<file path="src/rtl/universal_reg.sv">
// Universal WIDTH-bit register: hold, parallel load, shift, rotate and up/down
// count. Also provides the complementary output, a registered carry/shift-out bit and a zero flag.
module universal_reg #(
  parameter int unsigned      WIDTH       = 8,
  parameter logic [WIDTH-1:0] RESET_VALUE = '0
) (
  input  logic             clk,
  input  logic             reset,
  input  logic             en,
  input  logic [2:0]       mode,
  input  logic [WIDTH-1:0] d,
  input  logic             sin,
  output logic [WIDTH-1:0] q,
  output logic [WIDTH-1:0] q_bar,
  output logic             co,
  output logic             zero
);

  typedef enum logic [2:0] {
    MODE_HOLD = 3'b000,
    MODE_LOAD = 3'b001,
    MODE_SHL  = 3'b010,
    MODE_SHR  = 3'b011,
    MODE_ROL  = 3'b100,
    MODE_ROR  = 3'b101,
    MODE_INC  = 3'b110,
    MODE_DEC  = 3'b111
  } mode_e;

  logic [WIDTH-1:0] r_q;
  logic             r_co;

  mode_e            w_mode;
  logic [WIDTH-1:0] w_q_next;
  logic             w_co_next;
  logic [WIDTH-1:0] w_q_inc;
  logic [WIDTH-1:0] w_q_dec;
  logic             w_all_ones;
  logic             w_all_zero;

  assign w_mode     = mode_e'(mode);
  assign w_q_inc    = r_q + WIDTH'(1);
  assign w_q_dec    = r_q - WIDTH'(1);
  assign w_all_ones = (r_q == {WIDTH{1'b1}});
  assign w_all_zero = (r_q == '0);

  always_comb begin
    w_q_next  = r_q;
    w_co_next = r_co;
    case (w_mode)
      MODE_HOLD: begin
        w_q_next  = r_q;
        w_co_next = r_co;
      end
      MODE_LOAD: begin
        w_q_next  = d;
        w_co_next = 1'b0;
      end
      MODE_SHL: begin
        w_q_next  = {r_q[WIDTH-2:0], sin};
        w_co_next = r_q[WIDTH-1];
      end
      MODE_SHR: begin
        w_q_next  = {sin, r_q[WIDTH-1:1]};
        w_co_next = r_q[0];
      end
      MODE_ROL: begin
        w_q_next  = {r_q[WIDTH-2:0], r_q[WIDTH-1]};
        w_co_next = r_q[WIDTH-1];
      end
      MODE_ROR: begin
        w_q_next  = {r_q[0], r_q[WIDTH-1:1]};
        w_co_next = r_q[0];
      end
      // Carry out of the increment is simply "old value was all ones".
      MODE_INC: begin
        w_q_next  = w_q_inc;
        w_co_next = w_all_ones;
      end
      MODE_DEC: begin
        w_q_next  = w_q_dec;
        w_co_next = w_all_zero;
      end
      default: begin
        w_q_next  = r_q;
        w_co_next = r_co;
      end
    endcase
  end

  always_ff @(posedge clk) begin
    if (reset) begin
      r_q  <= RESET_VALUE;
      r_co <= 1'b0;
    end else if (en) begin
      r_q  <= w_q_next;
      r_co <= w_co_next;
    end
  end

  // q_bar and zero derive from the single q register so they can never disagree with it.
  assign q     = r_q;
  assign q_bar = ~r_q;
  assign co    = r_co;
  assign zero  = (r_q == '0);

endmodule

</file>
<file path="config.mk">
export PLATFORM = sky130hd
export DESIGN_NAME = universal_reg
export DESIGN_NICKNAME = d
export VERILOG_FILES = /design/src/rtl/universal_reg.sv
export SDC_FILE = /design/constraint.sdc
export NUM_CORES = 1
export LEC_CHECK = 0
export BUFFER_PORTS_ARGS = -buffer_cell sky130_fd_sc_hd__buf_2
export CAP_MARGIN = 30
export CORE_MARGIN = 5
export CORE_UTILIZATION = 38
export DETAILED_ROUTE_END_ITERATION = 6
export HOLD_SLACK_MARGIN = 0.15
export PLACE_DENSITY = 0.59
export SYNTH_ARGS = -nofsm -noshare
export SYNTH_HDL_FRONTEND = slang
export SYNTH_SLANG_ARGS = --single-unit
</file>
<file path="constraint.sdc">
create_clock -name clk -period 2.75 [get_ports clk]
set_clock_uncertainty 0.2 [all_clocks]
set_input_delay 0.1375 -clock clk [delete_from_list [all_inputs] [get_ports clk]]
set_output_delay 0.1375 -clock clk [all_outputs]
set_load 0.01 [all_outputs]
</file>
# Yosys cells after proc, flatten, opt, wreduce, memory -nomap -nowiden
# Index checks and enable logic that the tools add are counted.
# classes
add_sub_neg,2
eq_ne,8
n_mux,2
bitwise_logic,2
n_reduce_logical,5
# op_table
op,count
case mux 8 bit (7 select lines),1
"== test 3 bit, second input constant",4
"adder 8 x 1 -> 8 bit, second input constant",1
"== test 8 bit, second input constant",1
logical NOT 8 bit,1
NOT 8 bit,1
"subtractor 8 x 1 -> 8 bit, second input constant",1
"== test 3 x 2 -> 1 bit, second input constant",2
case mux 1 bit (5 select lines),1
OR reduction 2 bit,2
"== test 3 x 1 -> 1 bit, second input constant",1
logical NOT 3 bit,1
AND reduction 2 bit,1
NOT 1 bit,1
# word_totals
register_bits,9
inputBits,15
output_inout_bits,18
elab_cells,21

# Depth between registers and ports, before layout
# Gate-level depths: netlist of run 1.
# depth
depth_word,3
ltp_mapped,11
mapped_depth_nobuf,8

# Worst setup path after synthesis of run 1
# Ideal clock, no wire load.
# synth_timing
path_kind,input to register
startpoint,input port mode[0]
endpoint,"register r_q[6], in the netlist q[6]"
setup_ns,0.131
arrival_time_ns,2.100
required_time_ns,2.419
path_slack_ns,0.319
stages,11
path_buffers,4
path_cell_list,buf_4 buf_4 buf_2 buf_2 nand2_1 xnor2_1 ha_1 or4b_1 o22ai_1 mux2i_1 o211ai_1
# synth_between
elab_chain_len,3
elab_cells_between_ends,11
classes_between,eq/ne: 7; mux: 1; bitwise: 1; reduce/logical: 2
# synth_rtl
item,line,text
start: declaration,10,"input logic [2:0] mode,"
"parallel branches: the longest is 3 deep, another holds case mux 8 bit (7 select lines)",n/a,
end signal: assignment,96,r_q <= w_q_next;
end: declaration,30,logic [WIDTH-1:0] r_q;
# Parallel ways; which one is timed is not known.
# A chain may end at the register's enable or synchronous reset.

# Worst setup path after layout of run 1
# layout_timing
startpoint,"register r_q[0], in the netlist q[0]"
endpoint,"register r_q[4], in the netlist q[4]"
# layout_between
elab_chain_len,2
elab_cells_between_ends,3
classes_between,add/sub: 2; mux: 1
# layout_rtl
item,line,text
subtractor 8 x 1 -> 8 bit / adder 8 x 1 -> 8 bit (equally long branches),"43, 42",
case mux 8 bit (7 select lines) (*),50,case (w_mode)
# Every way passes the cells marked *; elsewhere a longest branch is shown, timed or not.

==> metrics, run 1 <==
status finished clean; diode count 0; synth top area cells dfxtp_1 17%, mux2i_1 6.7%, mux2_2 4.3%; hold crit path type primary input to flip-flop; post-synthesis cell type count 55; synthesized area per cell 8.042 µm²; first-pass GRT wire length between 5 and 6 mm; WL/cell 16.64 µm; DRC errors left 0; Clock Tree Root clkbuf_4; Final Non-Filler Cells about 190; RSZ-0062 raised after global routing false; Power Density approximately 370 nW/µm²; P_leak about 0.51 nW; vias in the first global route 1055; Syn-to-layout area delta 22.57%; Tot GR Track Use 0.1620; Post-Syn Area between 1000 and 1500 µm²; crit path DAT ~2.7 ns; clk_lat worst skew 0.27 ns; CTS tree done; die height 62.66 µm; Mapped Nets between 100 and 150; top post-synthesis cells by count 9 x dfxtp_1, 8 x inv_1, 8 x nand2_1, 7 x mux2i_1, 7 x nor2_1; Mapped Cells 131; critical path class flip-flop to flip-flop; peak supply drop 310.3 µV; Worst Path Buf+Inv 1; die area 3926 µm²; layout cells sized above 1 0.3067; Ports 33; DR iter-0 viols between 100 and 150; CP cell instances ha_1 -> or4b_1 -> mux2i_1 -> o21ai_1 -> a221oi_2 -> dlygate4sd3_1; via count 1163; Seq/Total Area, Yosys 0.1710; PortBufs 32; Antenna Nets Post-Route 0; Worst-path clk slew 0.07 ns; starting density of the core 0.3887; post-detail-place hpwl roughly 2.3 mm; setup TNS 0 ns; CP Capture Type flip-flop; TritonCTS buffer count 3; Via density around 6.0; Final setup viols 0; RD Place Congestion 0.8377; GRT overflow 0; top_reg_cell synth dfxtp_1; flops & latches, synth 9; pins over their slew limit 0; final hold violations 0; Post-synth EDFFs 0; Bufs on Longest Clock Path 2; crit start category flip-flop; Cells after DPL roughly 180; Die Width around 63 µm; Period minus WS final 2.630 ns; Req. time, crit path 2.76 ns; Nets 180; most frequent cell after synthesis dfxtp_1; slowest stage delay, CP between 0.5 and 0.6 ns; Max transition margin 0.6738; Async S/R FF share, synth 0; final wirelength 3.228 mm; CP Max Fanout 11; Cell Rows 19; H-tree lvl count 1; pin count of the biggest net entering global routing 35; number of max-cap violations 0; YS warnings 0; antenna violations before repair 0; slowest stage cell, crit path dlygate4sd3_1; Tightest Pin Transition 0.4887 ns; cell taking the most area after synthesis dfxtp_1; clk sinks 9; maximum clock frequency 0.3802 GHz; crit-path leading delay family buffers and inverters; Final period util 0.9565; number of setup buffers added after CTS 0; TritonRoute pass-1 iters 4; share of the synthesized area in the top cell type 0.1710; core outline area 2710 µm²
## report_power, final
group	leakage, nW	switching (mW)	internal (mW)
sequential	0.0738	0.0254	0.140
combinational	0.425	0.106	0.0941
clock	0.0150	0.0566	0.0561
## worst register-to-register path, stage by stage (launching register included)
cell and delay (ns):
dfxtp_1 0.46, ha_1 0.32, or4b_1 0.49, mux2i_1 0.21
o21ai_1 0.10, a221oi_2 0.23, dlygate4sd3_1 0.57
## sequential cells by signal (all words and copies together) (netlist names)
| name | count |
|---|---|
| q | 8 |
| co | 1 |
## cell type report
class                   count  area [µm²]
fillers                   296        1419
multi-input cells          99       753.2
repair buffers             43       262.8
flip-flops and latches      9       180.2
well taps                  31       38.79
inverters                   8       30.03
clock buffers               4       26.28
## placed cells by master (no fill, tap or decap), types with 3 or more instances in the layout
cell / n
mux2i_1: 7
clkbuf_4: 3
a21oi_1: 4
nand2_1: 8
mux2_2: 4
o21ai_0: 5
buf_2: 32
dlygate4sd3_1: 8
dfxtp_1: 9
a311oi_1: 3
nand2b_1: 4
or3_1: 3
nor2_1: 7
nor3_1: 4
buf_4: 3
inv_1: 8
## cells by family after synthesis
logic type / after synthesis / synth area share
fa+ha+maj: 1 / 0.01187
simple gates: 44 / 0.2660
compound gates: 41 / 0.3088
flops: 9 / 0.1710
mux: 11 / 0.1093
xor+xnor: 2 / 0.01663
buf+inv: 23 / 0.1164
## final timing paths
path / start / end / slack, ns / cells past startpoint
setup / recovery: q[0] / q[4] / 0.12 / 6
hold / removal: sin / q[7] / 0.17 / 4
setup reg to reg: q[0] / q[4] / 0.12 / 6
hold reg to reg: co / co / 0.42 / 2
## what timing repair did
action	in CTS	in global routing
endpoints found under the hold margin	8	0
hold buffers	8	0
gates resized for setup	0	2
setup endpoints to repair	0	1
## layer usage
layer	vias up	global-route usage	part of all wire
li1	571	-	-
met4	0	0.04509	0.018
met2	51	0.2448	0.45
met3	6	0.04317	0.076
met1	535	0.2246	0.46
met5	-	0	0
## metrics by stage
step | setup slack (ns) | cell area (µm²) | total power, mW | util | hold slack, ns
after global placement | 0.3291 | 1182 | 0.3549 | 0.4363 | 0.2440
after CTS | 0.06740 | 1289 | 0.4794 | 0.4755 | 0.1557
after global routing | 0.0007312 | 1291 | 0.5096 | 0.4765 | 0.1690
after detailed placement | 0.2499 | 1182 | 0.3559 | 0.4363 | 0.2418
after floorplan | 0.3190 | 1054 | 0.3012 | - | 0.1617
final | 0.1197 | 1291 | 0.4784 | 0.4765 | 0.1675
(Power assumes the default switching activity.)
==> run 2, diff against run 1 <==
--- a/config.mk
+++ b/config.mk
@@ -10,4 +10,5 @@
 export CORE_MARGIN = 5
 export CORE_UTILIZATION = 38
+export CTS_CLUSTER_SIZE = 40
 export DETAILED_ROUTE_END_ITERATION = 6
 export HOLD_SLACK_MARGIN = 0.15
==> constraint.sdc (replaced) <==
create_clock -name clk -period 2.75 [get_ports clk]
set_clock_uncertainty 0.2 [all_clocks]
set_input_delay 0.4125 -clock clk [delete_from_list [all_inputs] [get_ports clk]]
set_output_delay 0.4125 -clock clk [all_outputs]
set_load 0.01 [all_outputs]
==> run 2 against run 1 <==
Compared with the run above: core utilization decreased by 2.5 points; setup slack improved by 0.45 ns; combinational power decreased by 5%; via count shrank 2.5%; clock-buffer cell count stayed put; sequential share of layout area rose by 0.77 points; total power decreased by 2.5%; fmax grew 20%; register-to-register slack better by 0.48 ns; critical path depth is 3 lower; global-route usage shrank 0.15 points; largest power group unchanged; hold slack improved by 0.067 ns.
==> metrics, run 2 (synthesis results as in run 1) <==
Final period util 0.7943 (-0.1621); critical path class flip-flop to primary output; Worst Hold Slack 0.2350 ns (+0.06744 ns); hold crit path type primary input to flip-flop; max reg flops 8 (unchanged); Power Density 381.1 nW/µm² (+2.9%); core outline area 2710 µm² (unchanged); Nets 174 (-3.3%); diode count 0 (unchanged); status finished clean; Antenna Nets Post-Route 0 (unchanged); P_leak 0.4864 nW (-5.3%); CTS tree done; PortBufs 32 (unchanged); RSZ-0062 raised after global routing false; die area 3926 µm² (unchanged); crit path DAT 1.57 ns (-1.08 ns); Max transition margin 0.6548 (-0.01901); crit start category flip-flop; RD Place Congestion 0.8485 (+1.3%); DR iter-0 viols 98 (-4.9%); clk sinks 9 (unchanged); slowest stage delay, CP 0.47 ns (-0.10 ns); Reg2Reg Depth 5 (-1); Via density 6.032 (+0.62%); CP Max Fanout 11 (unchanged); final hold violations 0 (unchanged); number of max-cap violations 0 (unchanged); pins over their slew limit 0 (unchanged); final wirelength 3.181 mm (-1.5%); post-detail-place hpwl 2.369 mm (+4.6%); H-tree lvl count 1 (unchanged); die height 62.66 µm (unchanged); DRC errors left 0 (unchanged); Cell Rows 19 (unchanged); Tightest Pin Transition 0.5172 ns (+0.02848 ns); WHS Path Cells 2 (-2); layout cells sized above 1 0.3248 (+0.01809); GRT overflow 0 (unchanged); Die Width 62.66 µm (unchanged); maximum clock frequency 0.4578 GHz (+20%); Worst-path clk slew 0.07 ns (about the same); number of setup buffers added after CTS 0 (unchanged); Syn-to-layout area delta 16.15%; via count 1134 (-2.5%); crit-path leading delay family simple AND/OR/NAND/NOR gates; Bufs on Longest Clock Path 2 (unchanged); antenna violations before repair 0 (unchanged); pin count of the biggest net entering global routing 35 (unchanged); Final setup viols 0 (unchanged); Period minus WS final 2.184 ns (-0.4459 ns); vias in the first global route 1085 (+2.8%); Cells after DPL 184 (+1.1%); most common cell after layout, fill and taps aside buf_2; TritonRoute pass-1 iters 4 (unchanged); peak supply drop 246.2 µV (-21%); post-cts gate resize count 0 (unchanged); CP cell instances nor4_4 -> and4_1 -> buf_2; Req. time, crit path 2.14 ns (-0.62 ns); Crit path depth 3 (-3); clk_lat worst skew 0.27 ns (about the same); Tot GR Track Use 0.1605 (-0.001539); slowest stage cell, crit path dfxtp_1; CP Capture Type primary output; starting density of the core 0.3887 (unchanged); Clock Tree Root clkbuf_4; most frequent cells in the layout 32 x buf_2, 9 x dfxtp_1, 8 x inv_1, 8 x nand2_1; Final Non-Filler Cells 188 (-3.1%); WL/cell 16.92 µm (+1.7%); Worst Path Buf+Inv 1 (unchanged); Ports 33 (unchanged); Hold Buf Count CTS 0 (-8); setup TNS 0 ns (unchanged); first-pass GRT wire length 5.250 mm (-1.2%); TritonCTS buffer count 3 (unchanged)
[run 2: changes by cell type in the layout (fill, tap and decap cells not counted)]
cell | previous run | this run
and2_1 | 0 | 1
and2_4 | 1 | 0
buf_4 | 3 | 5
dlygate4sd3_1 | 8 | 0
[run 2: where the power goes]
part           internal (mW)  total (mW)  switching (mW)
combinational         0.0874       0.190           0.102
sequential             0.140       0.165          0.0248
clock                 0.0562       0.111          0.0553
total                  0.284       0.466           0.183
[run 2: worst reg2reg max path: stages (launching register included)]
cell,delay (ns)
dfxtp_1,0.47
ha_1,0.32
or4b_1,0.51
o22ai_1,0.21
mux2i_1,0.22
o211ai_1,0.10
[run 2: final timing paths]
path | startpoint | endpoint | slack [ns]
worst min register to register | q[7] | q[7] | 0.41
worst max register to register | q[0] | q[6] | 0.60
worst max-delay path | q[0] | zero | 0.57
worst min-delay path | reset | q[4] | 0.23
[run 2: layer usage]
layer,vias up,wire length [µm],GRT usage
met1,539,1444,0.2114
met2,32,1510,0.2565
met5,-,0,0
met3,2,210,0.04676
met4,0,16,0.03714
li1,561,-,-
[run 2: cell type report]
type | count | area, µm²
multi-input combinational | 99 | 750.7
inverter | 8 | 30.03
fill | 299 | 1486
sequential | 9 | 180.2
timing repair buffer | 37 | 197.7
tap | 31 | 38.79
clock buffer | 4 | 26.28
[run 2: through the flow]
step                power [mW]  setup slack (ns)  utilization  instance area, µm²
finish                  0.4664            0.5656       0.4515                1224
global route            0.5041            0.4739       0.4515                1224
CTS                     0.4702            0.5638       0.4515                1224
detailed placement      0.3584            0.3439       0.4418                1197
global placement        0.3542            0.4064       0.4418                1197
floorplan               0.3012           0.04395            -                1054
==> run 3, diff against run 2 <==
ABC_AREA = 1   (was default)
PLACE_DENSITY = 0.6   (was 0.59)
clock period = 2.3 ns   (was 2.75 ns; I/O delays follow)
==> run 3 against run 2 <==
Compared with the run above: core utilization increased by 2.7 points; non-clock buffer count fell by 4; setup slack worse by 0.20 ns; synthesized cell count grew 33%; via count grew 13%; combinational power shrank 3%; final cell count up 26%.
==> metrics, run 3 <==
status finished clean; Worst Path Buf+Inv 3 (+2); WL/cell 13.22 µm (-22%); number of setup buffers added after CTS 0 (unchanged); Filler cells 308 (+3.0%); Final period util 0.8406; clk_lat worst skew 0.25 ns (-0.02 ns); Async S/R FF share, synth 0 (unchanged); post-synthesis cell type count 30 (-45%); max reg flops 8 (unchanged); Req. time, crit path 2.29 ns (+0.15 ns); Max transition margin 0.7861 (+0.1313); slowest stage cell, crit path dfxtp_1; Power Density 407.6 nW/µm² (+6.9%); Mapped Cells 174 (+33%); die area 3721 µm² (-5.2%); P_leak 0.5793 nW (+19%); most frequent cell after synthesis nand2_1; FF-to-FF End q[4]; most common cell after layout, fill and taps aside nand2_1; antenna violations before repair 0 (unchanged); post-cts gate resize count 0 (unchanged); pins over their slew limit 0 (unchanged); slowest stage delay, CP 0.44 ns (-0.03 ns); crit start category flip-flop; first-pass GRT wire length 5.375 mm (+2.4%); clk sinks 9 (unchanged); cell taking the most area after synthesis nand2_1; worst setup margin 0.3666 ns (-0.1990 ns); final wirelength 3.121 mm (-1.9%); synthesized area per cell 5.681 µm² (-29%); YS warnings 0 (unchanged); Mapped Nets 190 (+29%); end-of-flow core utilization 0.4783 (+0.02676); RSZ-0062 raised after global routing false; Period minus WS final ~1.9 ns; CTS tree done; die height 61 µm (-2.6%); DRC errors left 0 (unchanged); number of max-cap violations 0 (unchanged); Clock Tree Root clkbuf_4; hold crit path type primary input to flip-flop; H-tree lvl count 1 (unchanged); Tot GR Track Use 0.1867 (+0.02624); setup TNS 0 ns (unchanged); RD Place Congestion 0.8145 (-4.0%); total power 482.9 µW (+3.6%); Hold Buf Count CTS 0 (unchanged); core outline area 2477 µm² (-8.6%); maximum clock frequency a little over 0.5 GHz; TritonRoute pass-1 iters 4 (unchanged); diode count 0 (unchanged); CP most frequent cell nand2_1; post-detail-place hpwl 2.545 mm (+7.4%); WHS Endpoint co; Final setup viols 0 (unchanged); Post-Syn Area 988.4 µm² (-6.2%); Nets 223 (+28%); top post-synthesis cells by count 50 x nand2_1, 23 x inv_1, 18 x nor2_1, 13 x a21oi_1, 11 x nand3_1; PortBufs 32 (unchanged); Seq/Total Area, Yosys 0.1823 (+0.01126); critical path class flip-flop to flip-flop; via count 1282 (+13%); CP Max Fanout 6 (-5); CP Capture Type flip-flop; most frequent cells in the layout 50 x nand2_1, 32 x buf_2, 23 x inv_1; flops & latches, synth 9 (unchanged); vias in the first global route 1197 (+10%); top_reg_cell synth dfxtp_1; min-delay src reset; pre-CTS WS 0.2185 ns (-0.1254 ns); Ports 33 (unchanged); Syn-to-layout area delta 19.87%; final hold violations 0 (unchanged); DR iter-0 viols 34 (-65%); TritonCTS buffer count 3 (unchanged); Die Width 61 µm (-2.6%); Worst-path clk slew 0.06 ns (about the same); Bufs on Longest Clock Path 2 (unchanged); peak supply drop 305.9 µV (+24%); R2R setup slack 0.37 ns (-0.23 ns); crit path DAT 1.92 ns (+0.35 ns); Via density 5.432 (-9.9%); pin count of the biggest net entering global routing 16 (-54%); crit-path leading delay family simple AND/OR/NAND/NOR gates; Worst Setup SP q[1]; Antenna Nets Post-Route 0 (unchanged); Cell Rows 18 (-1); share of the synthesized area in the top cell type 0.1899 (+0.01885); synth top area cells nand2_1 19%, dfxtp_1 18%, inv_1 8.7%; Tightest Pin Transition 0.3205 ns (-0.1966 ns); reg2reg start q[1]; GRT overflow 0 (unchanged); starting density of the core 0.3990 (+0.01026); WHS Path Cells 2 (unchanged); layout cells sized above 1 0.2136 (-0.1112); Reg2Reg Depth 14 (+9); Post-synth EDFFs 0 (unchanged); CP cell instances inv_1 -> nand2_1 -> nand2_1 -> inv_1 -> ha_1 -> inv_1 -> nand2_1 -> nand3_1 -> nand2_1 -> xor2_1 -> nand2_1 -> nand2_1 -> nand2_1 -> a21oi_1
==> run 3: cell types whose count changed in the layout (fill, tap and decap cells not counted), moves of 7 or more <==
| cell | previous run | this run |
|---|---|---|
| nand4_1 | 0 | 8 |
| nor2_1 | 7 | 18 |
| inv_1 | 8 | 23 |
| nand3_1 | 2 | 11 |
| nand2_1 | 8 | 50 |
| mux2i_1 | 7 | 0 |
| a21oi_1 | 4 | 13 |
==> run 3: layout make-up <==
cell class / instances / area, µm² / share of cell area
well taps: 30 / 37.54 / 0.03168
inverters: 24 / 90.09 / 0.07603
repair buffers: 33 / 167.7 / 0.1415
multi-input cells: 136 / 683.2 / 0.5766
flip-flops and latches: 9 / 180.2 / 0.1521
clock buffers: 4 / 26.28 / 0.02218
==> run 3: stage by stage <==
stage          hold slack [ns]  std cells  instance area, µm²
2_1_floorplan           0.2884        174               988.4
4_1_cts                 0.1543        236                1185
3_3_place_gp            0.2536        232                1159
5_1_grt                 0.1597        236                1185
6_report                0.1638        236                1185
3_5_place_dp            0.2552        232                1159
==> run 3: worst max path at each step <==
stage	to	slack, ns	cells past startpoint
final	q[4]	0.37	14
after global routing	q[4]	0.11	14
after CTS	q[4]	0.36	14
after detailed placement	q[4]	0.22	14
after global placement	q[4]	0.23	14
after floorplan	q[6]	0.44	15
==> run 3: where the power goes <==
group | leakage [nW] | total, mW | switching (mW) | internal [mW]
Combinational | 0.491 | 0.185 | 0.119 | 0.0656
Sequential | 0.0736 | 0.180 | 0.0151 | 0.165
Clock | 0.0150 | 0.118 | 0.0512 | 0.0666
Total | 0.579 | 0.483 | 0.185 | 0.298
==> run 3: cells by family after synthesis <==
family          share of synthesized area
simple gates                       0.4316
fa+ha+maj                         0.01266
buf+inv                            0.1266
xor+xnor                          0.01772
compound gates                     0.2291
flops                              0.1823
==> run 3: worst reg2reg max path: cells and delay by family (launching register included) <==
family                     cells  cell delay, ns
AOI/OAI and AO/OA              1            0.11
xor gates and xnor gates       1            0.17
adders and majority gates      1            0.12
buffers and inverters          3            0.22
DFF                            1            0.44
and+or+nand+nor                8            0.61
==> run 3: metal layers <==
metal  global-route usage  vias to the layer above  wire, µm
met4              0.04644                        0        40
met5                    0                        -         0
met3              0.02979                        4       177
li1                     -                      656         -
met2               0.3008                       40      1492
met1               0.2595                      582      1410
